===== src/rtl/sram_pkg.sv =====
// Shared types and helpers for the 1R1W lane-masked SRAM: clear-FSM states,
// lane count and the lane-merge function used by both the write and bypass paths.
package sram_pkg;

  // Upper bounds for the width-generic merge helper; callers cast to/from these.
  localparam int SRAM_MAX_W     = 256;
  localparam int SRAM_MAX_LANES = 256;

  typedef enum logic {
    SRAM_CLEAR = 1'b0,
    SRAM_RUN   = 1'b1
  } sram_state_e;

  function automatic int lane_count(input int data_w, input int lane_w);
    return data_w / lane_w;
  endfunction

  // Lanes whose mask bit is set take new_w, the rest keep old_w.
  function automatic logic [SRAM_MAX_W-1:0] merge(
    input logic [SRAM_MAX_W-1:0]     old_w,
    input logic [SRAM_MAX_W-1:0]     new_w,
    input logic [SRAM_MAX_LANES-1:0] mask,
    input int                        lane_w
  );
    logic [SRAM_MAX_W-1:0] res;
    int lane;
    res = old_w;
    for (int i = 0; i < SRAM_MAX_W; i++) begin
      lane = i / lane_w;
      if (mask[lane[7:0]]) res[i] = new_w[i];
    end
    return res;
  endfunction

endpackage


===== src/rtl/sram_clear_seq.sv =====
// Post-reset clear sweep: walks every address once writing zero, then parks in RUN.
// init_busy is registered and stays high for the whole sweep (or one edge when INIT_CLEAR=0).
module sram_clear_seq
  import sram_pkg::*;
#(
  parameter int ADDR_WIDTH = 8,
  parameter bit INIT_CLEAR = 1'b1
) (
  input  logic                  clk,
  input  logic                  rst_n,
  output logic                  init_busy,
  output logic                  clr_we,
  output logic [ADDR_WIDTH-1:0] clr_addr,
  output sram_state_e           clr_state
);

  localparam sram_state_e RESET_STATE = INIT_CLEAR ? SRAM_CLEAR : SRAM_RUN;

  logic [ADDR_WIDTH-1:0] cnt;

  always_ff @(posedge clk or negedge rst_n) begin
    if (!rst_n) begin
      clr_state <= RESET_STATE;
      cnt       <= '0;
      init_busy <= 1'b1;
    end else begin
      case (clr_state)
        SRAM_CLEAR: begin
          cnt <= cnt + ADDR_WIDTH'(1);
          // The edge that clears the last word also ends the sweep.
          if (cnt == '1) begin
            clr_state <= SRAM_RUN;
            init_busy <= 1'b0;
          end
        end
        SRAM_RUN: begin
          init_busy <= 1'b0;
        end
        default: begin
          clr_state <= RESET_STATE;
          init_busy <= 1'b1;
        end
      endcase
    end
  end

  assign clr_we   = (clr_state == SRAM_CLEAR);
  assign clr_addr = cnt;

endmodule


===== src/rtl/sram_1r1w_lanes.sv =====
// Parametrised single-clock 1R1W SRAM with per-lane write mask, registered read + valid
// strobe and optional post-reset clear. Define SRAM_1R1W_BYPASS_EN for write-first collisions.
module sram_1r1w_lanes
  import sram_pkg::*;
#(
  parameter  int DATA_WIDTH = 16,
  parameter  int ADDR_WIDTH = 8,
  parameter  int LANE_WIDTH = 8,
  parameter  int INIT_CLEAR = 1,
  localparam int NUM_LANES  = lane_count(DATA_WIDTH, LANE_WIDTH),
  localparam int RAM_DEPTH  = 2 ** ADDR_WIDTH
) (
  input  logic                  clk,
  input  logic                  rst_n,
  output logic                  init_busy,
  input  logic                  w_csb,
  input  logic [ADDR_WIDTH-1:0] w_addr,
  input  logic [NUM_LANES-1:0]  w_wmask,
  input  logic [DATA_WIDTH-1:0] w_din,
  input  logic                  r_csb,
  input  logic [ADDR_WIDTH-1:0] r_addr,
  output logic [DATA_WIDTH-1:0] r_dout,
  output logic                  r_valid
);

  if ((DATA_WIDTH % LANE_WIDTH) != 0) begin : g_bad_lane
    $error("sram_1r1w_lanes: DATA_WIDTH (%0d) is not a multiple of LANE_WIDTH (%0d)",
           DATA_WIDTH, LANE_WIDTH);
  end
  if (DATA_WIDTH > SRAM_MAX_W) begin : g_too_wide
    $error("sram_1r1w_lanes: DATA_WIDTH (%0d) exceeds SRAM_MAX_W", DATA_WIDTH);
  end

  logic [DATA_WIDTH-1:0] mem [RAM_DEPTH];

  logic                  clr_we;
  logic [ADDR_WIDTH-1:0] clr_addr;
  sram_state_e           clr_state;

  sram_clear_seq #(
    .ADDR_WIDTH (ADDR_WIDTH),
    .INIT_CLEAR (INIT_CLEAR != 0)
  ) u_clear_seq (
    .clk       (clk),
    .rst_n     (rst_n),
    .init_busy (init_busy),
    .clr_we    (clr_we),
    .clr_addr  (clr_addr),
    .clr_state (clr_state)
  );

  logic [DATA_WIDTH-1:0] wr_word;
  logic [DATA_WIDTH-1:0] rd_word;

`ifdef SRAM_1R1W_BYPASS_EN
  logic collide;
  assign collide = !w_csb && !r_csb && (w_addr == r_addr);
`endif

  always_comb begin
    wr_word = DATA_WIDTH'(merge(SRAM_MAX_W'(mem[w_addr]), SRAM_MAX_W'(w_din),
                                SRAM_MAX_LANES'(w_wmask), LANE_WIDTH));
`ifdef SRAM_1R1W_BYPASS_EN
    // Same-address write this edge: forward the merged word (write-first).
    rd_word = collide ? wr_word : mem[r_addr];
`else
    rd_word = mem[r_addr];
`endif
  end

  // The array itself is never reset; the clear sweep owns the write port while busy.
  always_ff @(posedge clk) begin
    if (clr_we) begin
      mem[clr_addr] <= '0;
    end else if (!init_busy && !w_csb && (|w_wmask)) begin
      mem[w_addr] <= wr_word;
    end
  end

  always_ff @(posedge clk or negedge rst_n) begin
    if (!rst_n) begin
      r_dout  <= '0;
      r_valid <= 1'b0;
    end else if (init_busy) begin
      r_valid <= 1'b0;
    end else if (!r_csb) begin
      r_dout  <= rd_word;
      r_valid <= 1'b1;
    end else begin
      r_valid <= 1'b0;
    end
  end

  a_clear_busy: assert property (@(posedge clk) disable iff (!rst_n)
    (clr_state == SRAM_CLEAR) |-> (init_busy && clr_we));

endmodule


===== config.mk =====
export PLATFORM = sky130hd
export DESIGN_NAME = sram_1r1w_lanes
export DESIGN_NICKNAME = d
export VERILOG_FILES = /design/src/rtl/sram_pkg.sv /design/src/rtl/sram_clear_seq.sv /design/src/rtl/sram_1r1w_lanes.sv
export SDC_FILE = /design/constraint.sdc
export NUM_CORES = 2
export LEC_CHECK = 0
export CORE_MARGIN = 2
export CORE_UTILIZATION = 59
export CTS_BUF_LIST = sky130_fd_sc_hd__clkbuf_4 sky130_fd_sc_hd__clkbuf_8
export DETAILED_ROUTE_END_ITERATION = 8
export GPL_ROUTABILITY_DRIVEN = 0
export PLACE_DENSITY_LB_ADDON = 0.08
export SYNTH_ARGS = -nofsm -noshare
export SYNTH_HDL_FRONTEND = slang
export SYNTH_SLANG_ARGS = --single-unit

===== constraint.sdc =====
create_clock -name clk -period 5.65 [get_ports clk]
set_clock_uncertainty 0.05 [all_clocks]
set_input_delay 0.565 -clock clk [delete_from_list [all_inputs] [get_ports clk]]
set_output_delay 0.565 -clock clk [all_outputs]
set_load 0.02 [all_outputs]

==> flow_metrics.py <==
metrics = {
    "run_status": {
        "status": "finished, violations left",
        "violations": "capacitance limit",
    },
    "setup_path": {
        "critPathLaunchType": "register",
        "critPathKind": "reg -> reg",
        "r2r_setup_slack_ps": 1660,
        "critPathRequiredTime_ps": 6390,
        "arrival_ps": 4730,
        "r2r_cells": 6,
        "r2r_start": "u_clear_seq.clr_state",
        "cp_max_fo": 48,
        "crit_start": "u_clear_seq.clr_state",
        "end_kind": "register",
        "r2r_end": "mem[113][14]",
    },
    "placed_design": {
        "place_hpwl_um": 263000,
        "placed_area_um2": 166000,
        "io_buffer_count": 55,
    },
    "route": {
        "wl_um": 428000,
        "ant_nets": 0,
        "via_per_inst": 6.63,
        "vias": 83700,
        "first_iter_violations": 10900,
        "route.detailed.drc": 0,
        "firstDrtPassIters": 6,
        "wl_per_cell_um": 33.9,
    },
    "floorplanning": {
        "die_area_um2": 279000,
        "die-width_um": 528,
        "core_area_um2": 273000,
        "chipHeight_um": 528,
        "row_count": 192,
        "initial_utilization": 0.593,
        "num_io_pins": 56,
    },
    "hold_path": {
        "min_path_cells": 2,
        "hp-class": "in -> reg",
        "hold_end": "mem[22][7]",
        "worstHoldStart": "w_din[7]",
    },
    "grt": {
        "grt_pass1_wl_um": 607000,
        "antenna_found_initial": 12,
        "grt_max_degree": 152,
        "grt.overflow.total": 0,
        "grt_pass1_vias": 83500,
        "grt_usage": 0.307,
    },
    "cts": {
        "clkSinkCount": 4123,
        "clock-root-buffer": "clkbuf_8",
        "postCtsResizedCells": 0,
        "cts_tree": "built",
        "postCtsSetupRepairBufs": 0,
        "htreeDepth": 6,
        "hold_buffers": 2,
        "cts_buffers": 652,
        "clkLatencyLatePin_ps": 1200,
        "cts_buffer_depth": 4,
        "clk_pin_slew_ps": 70,
    },
    "yosys": {
        "ys_seq_area_frac": 0.763,
        "ys.flop_type": "edfxtp_1",
        "synth-seq-cells": 4123,
        "synth_area_per_cell_um2": 20.3,
        "synthArstFlopShare": 0.00655,
        "synth_edf_count": 4096,
        "ys_types": 85,
        "synth_cells": 7985,
        "synth_warnings": 0,
        "synth_area_um2": 162000,
        "synth_nets": 8024,
    },
    "timing": {
        "slew-limit-headroom": 0.0196,
        "finalCriticalPeriod_ps": 3990,
        "grt_setup_unrepaired": "no",
        "worstMarginPinSlew_ps": 1430,
        "slew_violations": 0,
        "setup_tns_ps": 0,
        "clock.fmax_mhz": 251,
        "min_period_over_period": 0.706,
        "setup_viol": 0,
        "hold_violations": 0,
    },
    "final_layout": {
        "areaGrowthSynthToFinish_pct": 10.3,
        "final_area_um2": 179000,
        "nets": 8542,
        "seqCellArea_um2": 124000,
        "drive_gt1_frac": 0.230,
        "multi_input_area_um2": 34400,
        "fillers": 18300,
    },
    "flow_run": {
        "drv_cap": 1,
    },
    "power_and_ir_drop": {
        "p_per_area_nw_per_um2": 334,
        "p_leak_nw": 47.5,
        "irDropWorstVdd_mv": 0.288,
    },
}
## registers in the layout, summed over array words and instances, names as in the netlist
register and count:
u_clear_seq.clr_addr 8, u_clear_seq.init_busy 1, r_dout 16, r_valid 1
mem 4096, u_clear_seq.clr_state 1
## per-layer routing
layer  vias up  track usage  part of all wire
met5         -            0          0.000063
met4         4        0.109             0.037
met3       752       0.0613             0.093
met2      4487        0.474              0.47
met1     44200        0.441              0.40
li1      34300            -                 -
## final cells by class
| type | count | area share |
|---|---|---|
| clock buffer | 895 | 0.0611 |
| multi-input combinational | 3345 | 0.192 |
| inverter | 17 | 0.000406 |
| sequential | 4123 | 0.692 |
| clock inverter | 280 | 0.00937 |
| timing repair buffer | 364 | 0.0201 |
| tap | 3589 | 0.0251 |
| antenna | 11 | 0.000154 |
## kinds of logic (layout without fill, tap and decap cells)
group	Yosys count	in the layout	share of synthesized area
DFF	4123	4123	0.763
muxes	1381	1381	0.144
and+or+nand+nor	1080	1080	0.0288
AOI/OAI and AO/OA	876	876	0.0379
buffers and inverters	517	1556	0.0257
xor gates and xnor gates	7	7	0.000378
adders and majority gates	1	1	0.0000772
other	0	11	0
## synthesized netlist by cell type (32+ instances only)
cell type | count | area, um^2
edfxtp_1 | 4096 | 123000
mux4_2 | 641 | 14400
mux2i_1 | 612 | 6130
nor2_1 | 592 | 2220
nand2_1 | 236 | 886
o22ai_1 | 184 | 1150
clkbuf_1 | 152 | 571
a21oi_1 | 129 | 646
a22oi_1 | 127 | 953
o221ai_1 | 115 | 1010
buf_2 | 97 | 485
mux4_1 | 91 | 2390
o21ai_0 | 88 | 440
a211oi_1 | 72 | 541
nand3_1 | 70 | 350
buf_6 | 65 | 732
clkbuf_8 | 56 | 771
buf_4 | 48 | 360
a2111oi_0 | 44 | 385
buf_8 | 38 | 571
mux2_2 | 37 | 417
nor3_1 | 32 | 160
## power breakdown
group | internal, W | total (W) | leakage [nW] | switching, W
Clock | 0.0130 | 0.0247 | 6.65 | 0.0117
Sequential | 0.0331 | 0.0332 | 28.6 | 0.0000485
Combinational | 0.000613 | 0.00181 | 12.3 | 0.00120
## worst max path at each step
stage	to	slack (ps)	depth (start not counted)
floorplan	mem[0][0]	30	4
global placement	r_dout[13]	810	8
detailed placement	r_dout[11]	780	11
CTS	mem[122][15]	1820	6
global route	mem[121][8]	1490	6
finish	mem[113][14]	1660	6
## critical path: stages (launching register included)
cell	delay, ps
dfrtp_1	510
nor4b_4	330
buf_4	470
nand3b_1	130
o21ai_1	330
nand2_1	880
nor2_1	870
## cells in the final DEF (no fill, tap or decap), types with 16 or more instances in the layout
cell / n
clkinv_1: 164
inv_8: 16
clkbuf_8: 674
mux2_2: 37
clkbuf_4: 221
a22oi_1: 127
buf_12: 56
nand4_1: 18
o21ai_0: 88
o221ai_1: 115
dfrtp_1: 26
clkinv_2: 58
a2111oi_0: 44
a221oi_1: 24
nor3_1: 31
clkdlybuf4s50_1: 49
o22ai_1: 184
mux4_2: 641
mux2i_1: 612
nand2_1: 234
clkinvlp_4: 19
and2_4: 17
a211oi_1: 72
mux4_1: 91
nor2_1: 588
buf_4: 251
a21oi_1: 129
nand3_1: 70
nand2b_1: 19
edfxtp_1: 4096
## stage by stage
stage               utilization  hold slack [ps]  instances  power, W  worst slack [ps]
floorplan                     -              219       7985    0.0350              32.7
global placement          0.608              424      11400    0.0356               807
detailed placement        0.608              421      11400    0.0356               777
CTS                       0.654             63.5      12600    0.0599              1820
global route              0.654              137      12600    0.0613              1490
finish                    0.654              181      12600    0.0597              1660
Power figures use the tool's default switching activity.
